<file path="config.mk">
export PLATFORM = sky130hd
export DESIGN_NAME = led_arb_sched_flat
export DESIGN_NICKNAME = d
export VERILOG_FILES = /design/src/rtl/led_arb_sched_if.sv /design/src/rtl/led_arb_sched.sv /design/src/flat_wrapper.sv
export SDC_FILE = /design/constraint.sdc
export NUM_CORES = 1
export LEC_CHECK = 0
export BUFFER_PORTS_ARGS = -buffer_cell sky130_fd_sc_hd__buf_2
export CAP_MARGIN = 25
export CORE_MARGIN = 4
export CORE_UTILIZATION = 54
export DETAILED_ROUTE_END_ITERATION = 10
export GPL_ROUTABILITY_DRIVEN = 0
export PLACE_DENSITY = 0.79
export SLEW_MARGIN = 15
export SYNTH_ARGS = -nofsm -noshare
export SYNTH_HDL_FRONTEND = slang
export SYNTH_SLANG_ARGS = --single-unit
</file>
<file path="constraint.sdc">
create_clock -name sys_clk -period 2.1 [get_ports sys_clk]
set_input_delay 0.21 -clock sys_clk [delete_from_list [all_inputs] [get_ports sys_clk]]
set_output_delay 0.21 -clock sys_clk [all_outputs]
set_load 0.005 [all_outputs]
</file>
<file path="src/rtl/led_arb_sched_if.sv">
// Bundles the LED ownership request/grant signals and the prescaler
// observation outputs of led_arb_sched.
interface led_arb_sched_if;
  logic [2:0]  req;
  logic [2:0]  grant;
  logic        led_out;
  logic [24:0] cnt;
  logic        tick;

  modport master (output req, input grant, led_out, cnt, tick);
  modport slave  (input req, output grant, led_out, cnt, tick);
endinterface

</file>
<file path="src/rtl/led_arb_sched.sv">
// Shared-LED arbiter: the owner picked by fixed priority keeps the LED for a
// whole 8-tick frame and drives its own blink pattern; re-arbitration happens only at frame ends.
module led_arb_sched #(
  parameter logic [24:0] CNT_MAX = 25'd24_999_999
) (
  input  logic             sys_clk,
  input  logic             sys_rst_n,
  led_arb_sched_if.slave   bus
);

  typedef enum logic {IDLE, RUN} state_t;

  state_t      state, state_next;
  logic [24:0] cnt_q, cnt_next;
  logic [2:0]  phase, phase_next;
  logic [2:0]  grant_q, grant_next;
  logic        tick_int;
  logic        frame_end;
  logic        led;

  function automatic logic [2:0] pick(input logic [2:0] r);
    if (r[2])      return 3'b100;
    else if (r[1]) return 3'b010;
    else if (r[0]) return 3'b001;
    else           return 3'b000;
  endfunction

  always_ff @(posedge sys_clk or negedge sys_rst_n) begin
    if (!sys_rst_n) begin
      state   <= IDLE;
      cnt_q   <= '0;
      phase   <= '0;
      grant_q <= '0;
    end else begin
      state   <= state_next;
      cnt_q   <= cnt_next;
      phase   <= phase_next;
      grant_q <= grant_next;
    end
  end

  always_comb begin
    state_next = state;
    cnt_next   = cnt_q;
    phase_next = phase;
    grant_next = grant_q;
    tick_int   = (state == RUN) && (cnt_q == CNT_MAX);
    frame_end  = tick_int && (phase == 3'd7);
    case (state)
      IDLE: begin
        cnt_next   = '0;
        phase_next = '0;
        grant_next = '0;
        if (bus.req != 3'b000) begin
          grant_next = pick(bus.req);
          state_next = RUN;
        end
      end
      RUN: begin
        cnt_next = tick_int ? 25'd0 : cnt_q + 25'd1;
        if (tick_int) phase_next = phase + 3'd1;
        // Requests are only sampled here, so mid-frame changes never preempt or shorten a frame.
        if (frame_end) begin
          if (bus.req != 3'b000) begin
            grant_next = pick(bus.req);
          end else begin
            state_next = IDLE;
            grant_next = '0;
            cnt_next   = '0;
            phase_next = '0;
          end
        end
      end
    endcase
  end

  always_comb begin
    led = 1'b0;
    case (grant_q)
      3'b100:  led = ~phase[0];
      3'b010:  led = ~phase[2];
      3'b001:  led = (phase == 3'd0);
      default: led = 1'b0;
    endcase
  end

  assign bus.grant   = grant_q;
  assign bus.cnt     = cnt_q;
  assign bus.tick    = tick_int;
  assign bus.led_out = led;

endmodule

</file>
<file path="src/flat_wrapper.sv">
// flat-port wrapper written by rule: the top's interface ports become plain ports
module led_arb_sched_flat 
#(
  parameter logic [24:0] CNT_MAX = 25'd24_999_999
)
  (sys_clk, sys_rst_n, bus_req, bus_grant, bus_led_out, bus_cnt, bus_tick);
  led_arb_sched_if bus_i ();
  input  logic sys_clk;
  input  logic sys_rst_n;
  input wire logic [$bits(bus_i.req)-1:0] bus_req;
  output wire logic [$bits(bus_i.grant)-1:0] bus_grant;
  output wire logic [$bits(bus_i.led_out)-1:0] bus_led_out;
  output wire logic [$bits(bus_i.cnt)-1:0] bus_cnt;
  output wire logic [$bits(bus_i.tick)-1:0] bus_tick;
  assign bus_i.req = bus_req;
  assign bus_grant = bus_i.grant;
  assign bus_led_out = bus_i.led_out;
  assign bus_cnt = bus_i.cnt;
  assign bus_tick = bus_i.tick;
  led_arb_sched #(.CNT_MAX(CNT_MAX)) u_core (.sys_clk(sys_clk), .sys_rst_n(sys_rst_n), .bus(bus_i));
endmodule
</file>
Word-level counts from Yosys, hierarchy flattened
Cells that the tools add are included.
{ "totals": {"wordCells": 37, "mem_count": 0, "out_inout_bits": 30, "ff_bits": 32, "mem_bits_rw": 0, "romBits": 0, "latch_bits": 0} }
{ "op_classes": {"bitwise": 3, "n_mul": 0, "add_sub_neg": 2, "div": 0, "shifts": 0, "n_mux": 18, "order_cmp": 0, "eq_ne": 6, "n_reduce_logical": 4} }
{ "op_table": {"columns": ["operator", "n"], "rows": [
  ["25-bit 2-to-1 mux", 3],
  ["25-bit one-hot mux with 2 select lines", 1],
  ["25-bit by 1-bit adder with 25-bit output (second input constant)", 1],
  ["25-bit == test (second input constant)", 1],
  ["3-bit 2-to-1 mux", 7],
  ["3-bit one-hot mux with 2 select lines", 2],
  ["3-bit == test (second input constant)", 2],
  ["3-bit by 1-bit adder with 3-bit output (second input constant)", 1],
  ["3-bit by 1-bit == test with 1-bit output (second input constant)", 1],
  ["3-bit by 2-bit == test with 1-bit output (second input constant)", 1],
  ["3-bit zero test", 1],
  ["1-bit 2-to-1 mux", 3],
  ["1-bit inverter", 3],
  ["1-bit one-hot mux with 3 select lines", 1],
  ["3-bit nonzero test", 1],
  ["1-bit logical AND", 2],
  ["2-bit != test (second input constant)", 1],
  ["1-bit one-hot mux with 2 select lines", 1]
]} }

Logic depth before layout (Yosys ltp)
Gate-level depths: netlist of the first run.
{ "logic_depth": {"ltp_word": 6, "depth_mapped": 7, "ltp_nobuf": 5} }

Worst setup path after synthesis of the first run
No wires, ideal clock.
{ "synth_timing": {"kind": "reg-to-reg", "from": "register u_core.cnt_q[0], in the netlist u_core.bus.cnt[0]", "to": "register u_core.grant_q[2], in the netlist u_core.bus.grant[2]", "path_slack_ns": 0.133, "path_stages_with_launch": 7, "n_path_buf": 1, "arrival_ns": 1.842, "path_cell_list": "dfrtp_1 ha_1 and4_1 buf_2 nand4_1 o31ai_2 mux2_2"} }
{ "synth_via": {"elab_chain_cells": 4} }
{ "synth_rtl": {"columns": ["item", "line", "rtl"], "rows": [
  ["start: declaration", "led_arb_sched.sv:14", "logic [24:0] cnt_q, cnt_next;"],
  ["start signal: assignment", "led_arb_sched.sv:36", "cnt_q <= cnt_next;"],
  ["25-bit == test", "led_arb_sched.sv:47", "tick_int = (state == RUN) && (cnt_q == CNT_MAX);"],
  ["1-bit logical AND", "led_arb_sched.sv:47", null],
  ["1-bit logical AND", "led_arb_sched.sv:48", "frame_end = tick_int && (phase == 3'd7);"],
  ["2-bit != test (no line)", null, null],
  ["end signal: assignment", "led_arb_sched.sv:38", "grant_q <= grant_next;"],
  ["end: declaration", "led_arb_sched.sv:16", "logic [2:0] grant_q, grant_next;"]
]} }
No other way between the ends.
A chain may end at the register's enable or synchronous reset.

Final worst setup path of the first run
{ "layout_timing": {"from": "register u_core.cnt_q[15], in the netlist u_core.bus.cnt[15]", "to": "output bus_tick"} }
{ "layout_via": {"elab_chain_cells": 2} }
{ "layout_rtl": {"columns": ["item", "line", "rtl"], "rows": [
  ["25-bit == test", "led_arb_sched.sv:47", null],
  ["1-bit logical AND", "led_arb_sched.sv:47", null],
  ["end: declaration", "flat_wrapper.sv:14", "output wire logic [$bits(bus_i.tick)-1:0] bus_tick;"]
]} }
No other way between the ends.

==> impl_metrics.sql, run 1 <==
INSERT INTO impl_metrics (metric_group, metric, value, unit) VALUES
('run_status', 'outcome', 'completed', ''),
('logic_synthesis', 'ys_ff_latch', '32', ''),
('drt', 'routedWlPerCell', '15.9', 'um'),
('sta', 'number_of_hold_violations_in_the_final_report', '0', ''),
('sta', 'timing.final.max_slew_violations', '0', ''),
('logic_synthesis', 'mappedNetlistArea', '1670', 'um^2'),
('floorplanning', 'floorplan.core_area', '2850', 'um^2'),
('setup_path', 'arrival', '1.79', 'ns'),
('logic_synthesis', 'synth_sequential_area_ratio', '0.479', ''),
('setup_path', 'timing.critical_path.required', '1.89', 'ns'),
('drt', 'detailedRoute.firstIterationViolations', '59', ''),
('floorplanning', 'die_w', '63.7', 'um'),
('finish', 'finalCoreUtilization', '0.739', ''),
('drt', 'antenna_left', '0', ''),
('power_and_ir_drop', 'power-per-cell-area', '486', 'nW/um^2'),
('floorplanning', 'number_of_rows_created_at_floorplan', '19', ''),
('setup_path', 'worst-path-max-fanout', '7', ''),
('placed_design', 'post-dp-hpwl', '2810', 'um'),
('global_route', 'grt_max_degree', '33', ''),
('clock_tree', 'ctsHtreeMaxLevel', '2', ''),
('logic_synthesis', 'synth_cells', '172', ''),
('logic_synthesis', 'synth.lib_cells_used.distinct', '33', ''),
('global_route', 'grt_pass1_vias', '1509', ''),
('drt', 'totalWireLength', '4040', 'um'),
('sta', 'relSlewSlack', '0.536', ''),
('setup_path', 'startpoint_type', 'flip-flop', ''),
('sta', 'rsz_0062_raised_after_global_routing', 'false', ''),
('logic_synthesis', 'asyncSetResetFlopFracSynth', '1.00', ''),
('sta', 'finalWorstPathRequiredPeriod', '2.00', 'ns'),
('finish', 'fin_cells', '254', ''),
('drt', 'drc', '0', ''),
('logic_synthesis', 'edff_count_synth', '0', ''),
('drt', 'drt-pass1-iter-count', '4', ''),
('clock_tree', 'clockRootBuffer', 'sky130_fd_sc_hd__clkbuf_4', ''),
('global_route', 'antenna_violations_before_repair', '0', ''),
('placed_design', 'placed_cells_incl_taps', '242', ''),
('sta', 'fin_crit_sh', '0.953', ''),
('finish', 'antenna_cells', '0', ''),
('global_route', 'grt_overflow', '0', ''),
('clock_tree', 'numCtsBuffers', '5', ''),
('finish', 'layout-area-overhead-vs-synth', '26.1', '%'),
('logic_synthesis', 'mean_instance_size_in_the_synthesized_netlist', '9.73', 'um^2'),
('floorplanning', 'top_level_ports', '35', ''),
('sta', 'setup_slack', '0.0985', 'ns'),
('global_route', 'grt_pass1_wl', '6780', 'um'),
('run', 'count_of_maximum_capacitance_violations', '0', ''),
('sta', 'setup_violations', '0', ''),
('logic_synthesis', 'postSynth.topFlopCell', 'sky130_fd_sc_hd__dfrtp_1', ''),
('finish', 'drive_above_1_share', '0.318', ''),
('drt', 'routed-via-count', '1549', ''),
('setup_path', 'setup.worst_path.class', 'flip-flop to output pin', ''),
('finish', 'nNetsFinal', '232', ''),
('drt', 'avgViaCountPerCell', '6.10', ''),
('clock_tree', 'clock_tree.buffer_depth', '2', ''),
('sta', 'fmax', '500', 'MHz'),
('sta', 'fin_setup_tns', '0', 'ns'),
('power_and_ir_drop', 'total_leakage_power', '0.000973', 'uW'),
('global_route', 'groute.usage.overall', '0.216', ''),
('setup_path', 'critPathCaptureType', 'output pin', ''),
('sta', 'setup_clock_skew_after_layout', '0.00776', 'ns'),
('placed_design', 'placement.setup.worst_slack', '-0.00562', 'ns'),
('floorplanning', 'die_height', '63.7', 'um'),
('floorplanning', 'die_area', '4050', 'um^2'),
('setup_path', 'ff2ff_setup_slack', '0.11', 'ns'),
('placed_design', 'io_buffers', '34', ''),
('clock_tree', 'worst_setup_hold_path_clk_slew', '0.10', 'ns'),
('clock_tree', 'later_pin_clock_latency_in_the_skew_report', '0.34', 'ns'),
('logic_synthesis', 'synth_fp_nets', '181', ''),
('clock_tree', 'tritoncts_num_sinks', '32', ''),
('sta', 'worstMarginPinSlew', '0.696', 'ns'),
('power_and_ir_drop', 'power.ir.vdd_worst', '0.487', 'mV'),
('logic_synthesis', 'yosys_warnings', '0', ''),
('worst_hold_path', 'min_path_type', 'primary input to flip-flop', ''),
('floorplanning', 'start_util', '0.586', ''),
('clock_tree', 'tritoncts_clock_tree', 'done', '');
-- through the flow --
stage	power [uW]	hold WS [ns]	instance area, um^2
after floorplan	631	-0.0856	1670
after global placement	647	0.291	1940
after detailed placement	648	0.304	1940
after CTS	1030	0.0822	2040
after global routing	1070	0.0868	2110
final	1030	0.0843	2110
-- power by group --
group,switching [uW],leakage (uW),internal (uW),total [uW]
Clock,201,0.0000374,190,390
Combinational,14.9,0.000531,5.55,20.5
Sequential,0,0.000405,616,616
Total,216,0.000973,811,1030
-- registers in the layout (all words and copies together), names as in the netlist --
register	flops
u_core.state	1
u_core.phase	3
u_core.bus.cnt	25
u_core.bus.grant	3
-- logic make-up after synthesis --
logic type,after synthesis,synth area share
flops,32,0.479
buf+inv,14,0.0359
compound gates,34,0.116
mux,3,0.0202
xor+xnor,11,0.0576
simple gates,74,0.262
fa+ha+maj,4,0.0299
-- area by class of cell --
type	count	area [um^2]
clock buffers	7	65.1
fillers	213	743
inverters	9	33.8
multi-input cells	126	868
flip-flops and latches	32	806
well taps	31	38.8
repair buffers	49	298
-- synthesized netlist by cell type (2+ instances only) --
cell / instances / area, um^2
sky130_fd_sc_hd__dfrtp_1: 32 / 801
sky130_fd_sc_hd__a21oi_1: 15 / 75.1
sky130_fd_sc_hd__nor2_1: 14 / 52.6
sky130_fd_sc_hd__nand2_1: 10 / 37.5
sky130_fd_sc_hd__o21ai_0: 10 / 50.1
sky130_fd_sc_hd__inv_1: 9 / 33.8
sky130_fd_sc_hd__or4_1: 7 / 52.6
sky130_fd_sc_hd__nand3_1: 6 / 30.0
sky130_fd_sc_hd__nand4_1: 6 / 37.5
sky130_fd_sc_hd__o31ai_1: 6 / 45.0
sky130_fd_sc_hd__or3_1: 6 / 37.5
sky130_fd_sc_hd__xnor2_1: 6 / 52.6
sky130_fd_sc_hd__xor2_1: 5 / 43.8
sky130_fd_sc_hd__and2_1: 4 / 25.0
sky130_fd_sc_hd__and4_1: 4 / 35.0
sky130_fd_sc_hd__ha_1: 4 / 50.1
sky130_fd_sc_hd__nor3_1: 4 / 20.0
sky130_fd_sc_hd__buf_2: 3 / 15.0
sky130_fd_sc_hd__mux2_2: 3 / 33.8
sky130_fd_sc_hd__nor2b_1: 2 / 12.5
sky130_fd_sc_hd__nor3b_1: 2 / 15.0
sky130_fd_sc_hd__nor4b_1: 2 / 17.5
sky130_fd_sc_hd__or4b_1: 2 / 20.0
-- repair_timing --
item,CTS,global route
pin swaps,2,3
gates resized for setup,4,10
buffers inserted,1,3
endpoints found under the setup margin,4,8
hold buffers,1,0
hold endpoints to repair,32,0
-- per-layer routing --
metal / wire, um / part of all wire / global-route usage / vias up
met5: 0 / 0 / 0 / -
met4: 59 / 0.015 / 0.119 / 0
met3: 258 / 0.064 / 0.0586 / 8
met2: 1950 / 0.48 / 0.338 / 64
met1: 1770 / 0.44 / 0.269 / 750
li1: - / - / - / 727
-- cell usage in the layout, fill, tap and decap left out, types with 4 or more instances in the layout --
master,n
sky130_fd_sc_hd__o21ai_0,10
sky130_fd_sc_hd__buf_2,34
sky130_fd_sc_hd__dfrtp_1,28
sky130_fd_sc_hd__xor2_1,5
sky130_fd_sc_hd__xnor2_1,6
sky130_fd_sc_hd__nand3_1,6
sky130_fd_sc_hd__nand4_1,6
sky130_fd_sc_hd__a21oi_1,15
sky130_fd_sc_hd__and2_1,4
sky130_fd_sc_hd__or4_1,7
sky130_fd_sc_hd__inv_1,9
sky130_fd_sc_hd__or3_1,6
sky130_fd_sc_hd__buf_4,13
sky130_fd_sc_hd__clkbuf_4,5
sky130_fd_sc_hd__o31ai_1,6
sky130_fd_sc_hd__dfrtp_2,4
sky130_fd_sc_hd__nand2_1,10
sky130_fd_sc_hd__nor2_1,14
-- critical path, cell delays in order, from the launching register on --
cell and delay (ns):
sky130_fd_sc_hd__dfrtp_2 0.47, sky130_fd_sc_hd__nor4bb_4 0.28, sky130_fd_sc_hd__nand4_1 0.22, sky130_fd_sc_hd__buf_4 0.22, sky130_fd_sc_hd__nor3_2 0.14, sky130_fd_sc_hd__buf_2 0.13
-- final timing paths --
path                                     startpoint             endpoint  cells past startpoint
max in group asynchronous                 sys_rst_n    u_core.bus.cnt[8]                      2
worst max register to register    u_core.bus.cnt[2]   u_core.bus.cnt[21]                      4
worst max-delay path             u_core.bus.cnt[15]             bus_tick                      5
min in group asynchronous                 sys_rst_n   u_core.bus.cnt[24]                      2
worst min-delay path                     bus_req[0]         u_core.state                      3
worst min register to register  u_core.bus.grant[1]  u_core.bus.grant[1]                      1
No activity file was read; power rests on OpenSTA's default activity.
==> run 2, diff against run 1 <==
--- a/config.mk
+++ b/config.mk
@@ -11,6 +11,8 @@
 export CORE_UTILIZATION = 54
 export DETAILED_ROUTE_END_ITERATION = 10
 export GPL_ROUTABILITY_DRIVEN = 0
+export GPL_TIMING_DRIVEN = 0
+export MAX_ROUTING_LAYER = met4
 export PLACE_DENSITY = 0.79
 export SLEW_MARGIN = 15
 export SYNTH_ARGS = -nofsm -noshare
==> impl_metrics.sql, run 2 (synthesized netlist as in run 1, its figures left out) <==
INSERT INTO impl_metrics (metric_group, metric, value, unit) VALUES
('run_status', 'outcome', 'completed', ''),
('sta', 'fin_crit_sh', '0.998', ''),
('drt', 'routed-via-count', '1534', ''),
('placed_design', 'io_buffers', '34', ''),
('sta', 'setup_violations', '0', ''),
('drt', 'drt-pass1-iter-count', '4', ''),
('setup_path', 'cp_slowest_stage_delay', '0.37', 'ns'),
('clock_tree', 'ctsHtreeMaxLevel', '2', ''),
('power_and_ir_drop', 'total_leakage_power', '0.000970', 'uW'),
('setup_path', 'critical-path-top-delay-family', 'simple AND/OR/NAND/NOR gates', ''),
('sta', 'fin_setup_tns', '0', 'ns'),
('setup_path', 'crit_path_cell_trace', 'ha_2 -> and4_1 -> buf_6 -> nand4_1 -> buf_4 -> o31ai_4 -> mux2_4', ''),
('clock_tree', 'clockRootBuffer', 'sky130_fd_sc_hd__clkbuf_4', ''),
('clock_tree', 'tritoncts_num_sinks', '32', ''),
('floorplanning', 'start_util', '0.586', ''),
('setup_path', 'critPathCaptureType', 'flip-flop', ''),
('finish', 'final_area', '2080', 'um^2'),
('finish', 'mostFrequentLayoutCells', '34 x sky130_fd_sc_hd__buf_2, 29 x sky130_fd_sc_hd__dfrtp_1, 15 x sky130_fd_sc_hd__a21oi_1', ''),
('finish', 'drive_above_1_share', '0.307', ''),
('global_route', 'antenna_violations_before_repair', '0', ''),
('power_and_ir_drop', 'share_of_total_power_consumed_by_net_switching', '0.225', ''),
('setup_path', 'setup.worst_path.class', 'flip-flop to flip-flop', ''),
('sta', 'rsz_0062_raised_after_global_routing', 'true', ''),
('sta', 'setup_clock_skew_after_layout', '0.0103', 'ns'),
('floorplanning', 'top_level_ports', '35', ''),
('global_route', 'grt_max_degree', '33', ''),
('finish', 'largest_register_ff_count', '25', ''),
('setup_path', 'arrival', '2.33', 'ns'),
('power_and_ir_drop', 'comb_power_share', '0.021', ''),
('power_and_ir_drop', 'power-per-cell-area', '484', 'nW/um^2'),
('global_route', 'grt_pass1_wl', '6730', 'um'),
('placed_design', 'post-dp-hpwl', '2770', 'um'),
('drt', 'detailedRoute.firstIterationViolations', '122', ''),
('sta', 'timing.final.max_slew_violations', '0', ''),
('finish', 'nNetsFinal', '233', ''),
('floorplanning', 'die_w', '63.7', 'um'),
('sta', 'finalWorstPathRequiredPeriod', '2.10', 'ns'),
('global_route', 'grt_pass1_vias', '1504', ''),
('global_route', 'grt_overflow', '0', ''),
('clock_tree', 'worst_setup_hold_path_clk_slew', '0.10', 'ns'),
('floorplanning', 'number_of_rows_created_at_floorplan', '19', ''),
('sta', 'worstMarginPinSlew', '0.697', 'ns'),
('sta', 'fmax', '477', 'MHz'),
('clock_tree', 'tritoncts_clock_tree', 'done', ''),
('sta', 'relSlewSlack', '0.535', ''),
('worst_hold_path', 'min_path_type', 'primary input to flip-flop', ''),
('setup_path', 'startpoint_type', 'flip-flop', ''),
('global_route', 'groute.usage.overall', '0.216', ''),
('power_and_ir_drop', 'total_switching_power', '227', 'uW'),
('floorplanning', 'floorplan.core_area', '2850', 'um^2'),
('power_and_ir_drop', 'sequentialPowerShare', '0.611', ''),
('clock_tree', 'clock_tree.buffer_depth', '2', ''),
('power_and_ir_drop', 'power.ir.vdd_worst', '0.444', 'mV'),
('drt', 'totalWireLength', '3920', 'um'),
('floorplanning', 'die_area', '4050', 'um^2'),
('finish', 'antenna_cells', '0', ''),
('setup_path', 'timing.critical_path.slowest_stage_cell', 'sky130_fd_sc_hd__dfrtp_1', ''),
('setup_path', 'timing.critical_path.required', '2.34', 'ns'),
('drt', 'routedWlPerCell', '15.3', 'um'),
('floorplanning', 'die_height', '63.7', 'um'),
('finish', 'layout-area-overhead-vs-synth', '24.4', '%'),
('setup_path', 'worstPathBufferInverterCount', '2', ''),
('sta', 'number_of_hold_violations_in_the_final_report', '0', ''),
('finish', 'most_frequent_standard_cell_in_the_layout_excluding_fill_and_tap_cells', 'sky130_fd_sc_hd__buf_2', ''),
('setup_path', 'worst-path-max-fanout', '5', ''),
('drt', 'antenna_left', '0', ''),
('clock_tree', 'later_pin_clock_latency_in_the_skew_report', '0.34', 'ns'),
('power_and_ir_drop', 'clock_power_share', '0.368', ''),
('drt', 'drc', '0', ''),
('power_and_ir_drop', 'p_int', '780', 'uW'),
('placed_design', 'postPlaceCellArea', '1880', 'um^2'),
('drt', 'avgViaCountPerCell', '5.99', ''),
('run', 'count_of_maximum_capacitance_violations', '0', ''),
('clock_tree', 'numCtsBuffers', '5', '');
[run 2: cell types whose count changed in the layout (fill, tap and decap cells not counted), sizes merged]
| cell | before | now |
|---|---|---|
| clkinv | 0 | 2 |
[run 2: power by group through the flow]
stage / Clock (uW) / Sequential (uW) / Combinational [uW]
2_1_floorplan: 0 / 628 / 2.53
3_3_place_gp: 0 / 628 / 19.4
3_5_place_dp: 0 / 628 / 19.9
4_1_cts: 382 / 616 / 21.4
5_1_grt: 415 / 616 / 24.3
6_report: 371 / 616 / 20.7
[run 2: final timing paths]
kind / startpoint / end / slack (ns) / cells past startpoint
min reg2reg: u_core.bus.cnt[0] / u_core.bus.cnt[0] / 0.57 / 2
max: u_core.bus.cnt[1] / u_core.bus.grant[0] / 0.004 / 7
min in group asynchronous: sys_rst_n / u_core.bus.cnt[13] / 0.44 / 2
max in group asynchronous: sys_rst_n / u_core.bus.cnt[9] / 1.17 / 2
min: bus_req[0] / u_core.state / 0.09 / 3
max reg2reg: u_core.bus.cnt[1] / u_core.bus.grant[0] / 0.004 / 7
[run 2: what timing repair did]
item,in CTS,in global routing
hold buffers,1,0
pin swaps,2,3
endpoints found under the hold margin,32,0
gates resized for setup,4,11
endpoints found under the setup margin,24,27
buffers inserted,6,4
[run 2: layer usage]
layer,part of all wire,vias up,track usage
met4,0.018,0,0.0809
met5,0,-,-
met1,0.44,748,0.261
li1,-,731,-
met2,0.49,46,0.347
met3,0.052,9,0.0568
[run 2: stage by stage]
step	utilization	hold slack, ns	power (uW)	cells	worst slack, ns
4_1_cts	0.705	0.0735	1020	252	0.0165
2_1_floorplan	-	-0.0856	631	172	0.133
6_report	0.729	0.0867	1010	256	0.00407
3_3_place_gp	0.660	0.293	647	237	-0.0580
3_5_place_dp	0.660	0.293	648	237	-0.163
5_1_grt	0.729	0.0782	1050	256	-0.0830
[run 2: tightest hold or removal path: cells and delay by family]
family,cells,cell delay [ns]
buf+inv,1,0.09
simple gates,2,0.10
[run 2: area by class of cell]
| type | instances | area, um^2 |
|---|---|---|
| Buffer | 5 | 37.5 |
| Timing Repair Buffer | 45 | 255 |
| Tap cell | 31 | 38.8 |
| Inverter | 9 | 33.8 |
| Clock inverter | 2 | 10.0 |
| Sequential cell | 32 | 805 |
| Multi-Input combinational cell | 126 | 850 |
| Clock buffer | 6 | 51.3 |
| Fill cell | 223 | 772 |
